--- src/rtl/crossbar_buffered.sv ---
// crossbar_buffered
//   Router crossbar that switches granted flits into a per-output FIFO.
//   Each output has a valid/ready handshake. An error monitor records the
//   first grant conflict or FIFO overflow in a sticky trigger and trace word.
// Ports
//   clk, reset             : clock, synchronous active-high reset
//   granted_dest_port_all  : per input, a (P-1)-bit grant vector that excludes the input's own port
//   flit_in_all            : per-input flits, Fw bits each
//   flit_out_all           : head flit of each output FIFO, zero when the output is not valid
//   flit_out_valid_all     : output FIFO is non-empty
//   out_ready_all          : downstream accepts the head flit this cycle
//   out_full_all           : output FIFO holds DEPTH entries
//   trig_clr               : clears trigger and trace and re-arms capture
//   trigger, trace         : sticky error flag and capture word of the first error

module crossbar_buffered_fifo #(
   parameter int W     = 38,
   parameter int DEPTH = 2
) (
   input  logic         clk,
   input  logic         reset,
   input  logic         i_push_req,
   input  logic [W-1:0] i_din,
   input  logic         i_ready,
   output logic [W-1:0] o_dout,
   output logic         o_valid,
   output logic         o_full,
   output logic         o_ovf
);
   localparam int AW = $clog2(DEPTH);
   localparam logic [AW:0] FULL_CNT = (AW+1)'(DEPTH);

   logic [W-1:0]  r_mem [DEPTH];
   logic [AW-1:0] r_wp, r_rp;
   logic [AW:0]   r_cnt;
   logic          w_pop, w_push;

   assign o_valid = (r_cnt != '0);
   assign o_full  = (r_cnt == FULL_CNT);
   assign w_pop   = o_valid & i_ready;
   // When full, a same-cycle pop frees the slot the push needs.
   assign w_push  = i_push_req & (~o_full | w_pop);
   assign o_ovf   = i_push_req & o_full & ~w_pop;
   assign o_dout  = o_valid ? r_mem[r_rp] : '0;

   // Storage is deliberately left unreset; the output is masked by valid.
   always_ff @(posedge clk) begin
      if (w_push) r_mem[r_wp] <= i_din;
   end

   always_ff @(posedge clk) begin
      if (reset) begin
         r_wp  <= '0;
         r_rp  <= '0;
         r_cnt <= '0;
      end else begin
         if (w_push) r_wp <= r_wp + 1'b1;
         if (w_pop)  r_rp <= r_rp + 1'b1;
         case ({w_push, w_pop})
            2'b10:   r_cnt <= r_cnt + 1'b1;
            2'b01:   r_cnt <= r_cnt - 1'b1;
            default: r_cnt <= r_cnt;
         endcase
      end
   end
endmodule

module crossbar_buffered #(
   parameter int V     = 4,
   parameter int P     = 5,
   parameter int Fpay  = 32,
   parameter int DEPTH = 2,
   localparam int Fw   = 2 + V + Fpay
) (
   input  logic                 clk,
   input  logic                 reset,
   input  logic [P*(P-1)-1:0]   granted_dest_port_all,
   input  logic [P*Fw-1:0]      flit_in_all,
   output logic [P*Fw-1:0]      flit_out_all,
   output logic [P-1:0]         flit_out_valid_all,
   input  logic [P-1:0]         out_ready_all,
   output logic [P-1:0]         out_full_all,
   input  logic                 trig_clr,
   output logic                 trigger,
   output logic [31:0]          trace
);
   logic [P-1:0][P-1:0]  w_req;   // [output][input]
   logic [P-1:0][Fw-1:0] w_win;
   logic [P-1:0][Fw-1:0] w_dout;
   logic [P-1:0]         w_conf, w_ovf, w_err;
   logic [7:0]           w_err_idx;
   logic [15:0]          r_cyc;

   // Undo the self-excluding grant encoding: bit k of input i means output k
   // when k<i, otherwise output k+1.
   always_comb begin
      w_req = '0;
      for (int o = 0; o < P; o++)
         for (int i = 0; i < P; i++)
            if (o < i)      w_req[o][i] = granted_dest_port_all[i*(P-1) + o];
            else if (o > i) w_req[o][i] = granted_dest_port_all[i*(P-1) + o - 1];
   end

   // Lowest-index requester wins. The descending scan leaves the lowest one last.
   always_comb begin
      w_win = '0;
      for (int o = 0; o < P; o++)
         for (int i = P-1; i >= 0; i--)
            if (w_req[o][i]) w_win[o] = flit_in_all[i*Fw +: Fw];
   end

   genvar o;
   generate
      for (o = 0; o < P; o++) begin : g_out
         // More than one requester if clearing the lowest set bit leaves any bit set.
         assign w_conf[o] = |(w_req[o] & (w_req[o] - 1'b1));
         assign w_err[o]  = w_conf[o] | w_ovf[o];
         assign flit_out_all[o*Fw +: Fw] = w_dout[o];

         crossbar_buffered_fifo #(.W(Fw), .DEPTH(DEPTH)) u_fifo (
            .clk        (clk),
            .reset      (reset),
            .i_push_req (|w_req[o]),
            .i_din      (w_win[o]),
            .i_ready    (out_ready_all[o]),
            .o_dout     (w_dout[o]),
            .o_valid    (flit_out_valid_all[o]),
            .o_full     (out_full_all[o]),
            .o_ovf      (w_ovf[o])
         );
      end
   endgenerate

   always_comb begin
      w_err_idx = '0;
      for (int k = P-1; k >= 0; k--)
         if (w_err[k]) w_err_idx = 8'(k);
   end

   always_ff @(posedge clk) begin
      if (reset) begin
         r_cyc   <= '0;
         trigger <= 1'b0;
         trace   <= '0;
      end else begin
         r_cyc <= r_cyc + 1'b1;
         if (trig_clr) begin
            // A clear beats an error in the same cycle.
            trigger <= 1'b0;
            trace   <= '0;
         end else if (!trigger && (|w_err)) begin
            trigger <= 1'b1;
            trace   <= {|w_ovf, |w_conf, 6'd0, w_err_idx, r_cyc};
         end
      end
   end
endmodule

--- config.mk ---
export PLATFORM = sky130hd
export DESIGN_NAME = crossbar_buffered
export DESIGN_NICKNAME = d
export VERILOG_FILES = /design/src/rtl/crossbar_buffered.sv
export SDC_FILE = /design/constraint.sdc
export NUM_CORES = 1
export LEC_CHECK = 0
export BUFFER_PORTS_ARGS = -buffer_cell sky130_fd_sc_hd__buf_2
export CORE_UTILIZATION = 29
export DETAILED_ROUTE_END_ITERATION = 16
export PLACE_DENSITY = 0.55
export SLEW_MARGIN = 20
export SYNTH_ARGS = -nofsm -noshare
export SYNTH_HDL_FRONTEND = slang
export SYNTH_HIERARCHICAL = 1
export SYNTH_SLANG_ARGS = --single-unit
--- constraint.sdc ---
create_clock -name clk -period 3.65 [get_ports clk]
set_input_delay 0.1825 -clock clk [delete_from_list [all_inputs] [get_ports clk]]
set_output_delay 0.1825 -clock clk [all_outputs]
set_load 0.01 [all_outputs]
==> results.cfg <==
[clock_tree]
cts_buffer_depth = 3
cts-root-buf = clkbuf_16
clock_latency_ns = 0.61
numCtsBuffers = 51
clock_sinks = 443
h-tree-depth = 2
clkTransAtPathRegs_ns = 0.06
cts_tree = yes
cts_resized = 0

[layout]
drive_gt1_frac = 0.214
regArea_sq_mm = 0.0127
nFillCells = 8065
area_growth_pct = 22.6
fin_nets = 3009
multi_input_area_sq_mm = 0.00982

[power]
finalPower_w = 0.0184
powerDensity_mw_per_mm2 = 644
leakagePower_nw = 10.9
ir_drop_v = 0.000369

[synthesis]
synth_top_area_share = 0.489
syn_area_sq_mm = 0.0233
yosys-top-cells-count = 380 x edfxtp_1, 361 x nand2_1, 356 x a21oi_1
synth-seq-cells = 443
synthArstFlopShare = 0
yosysMostFrequentCell = edfxtp_1
ys_warn_count = 6
ys_seq_area_frac = 0.543
syn_avg_cell_area_sq_um = 9.70
ys.flop_type = edfxtp_1
synth_cells = 2407
synthTopCellsByArea = edfxtp_1 49%, mux2i_1 8.2%, a21oi_1 7.6%
yosys.area.top_type = edfxtp_1
ys_types = 48
synth_edf_count = 380

[worst_setup_path]
r2r_slack_ns = 1.14
cp-start-kind = flop
crit_path_end_kind = output port
reg2reg_from = g_out[3].u_fifo/r_cnt[0]$_SDFFE_PP0P_
critical_path_class = flop to output port
rr_worst_depth = 9
critPathArrivalTime_ns = 2.51
crit_required_ns = 3.47
critPathMaxFanout = 26
crit_path_end = flit_out_all[31]
r2r-end = trace[31]$_SDFFE_PP0P_

[die]
ioPinCount = 451
dieArea_sq_mm = 0.0816
die_h_um = 286
row_count = 103
initial_utilization = 0.294
dieWidth_um = 286
coreArea_sq_mm = 0.0793

[grt]
grt.total_usage = 0.235
grt_pass1_wl_um = 136000
grt_overflow_total = 0
grt_pass1_vias = 18700
grt_max_degree = 79
antenna_found_initial = 44

[detailed_routing]
drtIter0Drc = 2211
ant_nets = 0
drc = 0
via_per_inst = 5.23
wirelength_um = 100000
via_count = 20400
first_pass_iters = 6
post_drt_wl_per_cell_um = 25.7

[sta]
period_needed_ns = 2.69
grt_setup_unrepaired = no
finalCritPeriodShare = 0.737
hold_viol_final = 0
slew_violations = 0
max_slew.worst_pin.slew_ns = 1.04
fmax_ghz = 0.372
relSlewSlack = 0.308
setup_violations = 0
fin_skew_ns = 0.0182
final.setup.tns_ns = 0

[min_path]
worstHoldPathCells = 3
hold_path_class = input port to flop

[placement]
io_buffers = 439
globalplace.congestion = 0.951
dp_hpwl_um = 73800

[run_status]
status = finished, final reports clean

[run]
cap_violations = 0
[logic make-up (layout without fill, tap and decap cells)]
group,after synthesis,in the layout,synth area share
compound gates,634,634,0.144
xor+xnor,25,25,0.00938
fa+ha+maj,6,6,0.00311
buf+inv,227,636,0.0435
flops,443,443,0.543
mux,196,196,0.0845
other cells,1,33,0.000161
simple gates,875,875,0.172
[worst min-delay path by stage]
stage	startpoint	to	slack [ns]
2_1_floorplan	reset	g_out[0].u_fifo/r_cnt[1]$_SDFFE_PP0P_	0.25
3_5_place_dp	trace[7]$_SDFFE_PP0P_	trace[7]$_SDFFE_PP0P_	0.45
6_report	flit_in_all[63]	g_out[0].u_fifo/r_mem[1][25]$_DFFE_PP_	0.03
5_1_grt	flit_in_all[3]	g_out[4].u_fifo/r_mem[0][3]$_DFFE_PP_	0.03
3_3_place_gp	r_cyc[0]$_SDFF_PP0_	r_cyc[0]$_SDFF_PP0_	0.44
4_1_cts	flit_in_all[29]	g_out[4].u_fifo/r_mem[1][29]$_DFFE_PP_	0.005
[layout make-up]
class / instances / area share
repair buffers: 521 / 0.102
clock inverters: 19 / 0.00866
diodes: 22 / 0.00192
inverters: 22 / 0.00289
clock buffers: 74 / 0.0517
multi-input cells: 1747 / 0.343
flip-flops and latches: 443 / 0.443
well taps: 1050 / 0.0459
[state kept, by name, summed over array words and instances, names as in the netlist, named ones only]
register	flops
trace	21
g_out.u_fifo/r_rp	5
r_cyc	16
g_out.u_fifo/r_mem	380
trigger	1
g_out.u_fifo/r_wp	5
g_out.u_fifo/r_cnt	10
[through the flow]
stage	utilization	area (sq um)	setup slack [ns]	cells	hold WS, ns
after floorplan	-	23400	0.629	2417	0.252
after global placement	0.334	26500	0.854	3752	0.440
after detailed placement	0.335	26500	0.818	3753	0.450
after CTS	0.360	28600	0.838	3876	0.00492
after global routing	0.360	28600	0.850	3878	0.0260
final	0.361	28600	0.959	3898	0.0262
[critical path, stage by stage (launching register included)]
cell     delay (ns)
dfxtp_2        1.00
mux2i_1        0.63
nor2_1         0.07
buf_2          0.18
[layout by cell type, fill, tap and decap left out, types with 37 or more instances in the layout]
master / synthesis / routed
a21oi_1: 356 / 356
edfxtp_1: 380 / 380
dfxtp_1: 63 / 58
nor2_1: 286 / 270
mux2i_1: 191 / 191
clkbuf_16: 0 / 54
a22oi_1: 37 / 37
buf_2: 20 / 437
nand3b_1: 153 / 153
nand2_1: 361 / 361
o21ai_0: 209 / 209
buf_4: 25 / 51
[metal layers]
metal | global-route usage | up-vias | wire, um
met2 | 0.414 | 986 | 49500
met4 | 0.0626 | 44 | 2660
li1 | - | 9365 | -
met1 | 0.281 | 9818 | 37600
met5 | 0 | - | 295
met3 | 0.0645 | 193 | 10000
[report_power, final]
part	internal (W)	total, W	switching [W]
registers	0.00672	0.00716	0.000433
logic	0.00200	0.00598	0.00398
clock network	0.00317	0.00527	0.00210
[repair_timing]
action | CTS | global route
setup endpoints to repair | 0 | 0
hold buffers | 30 | 0
setup buffers | 0 | 0
endpoints found under the hold margin | 75 | 0
Power figures use the tool's default switching activity.
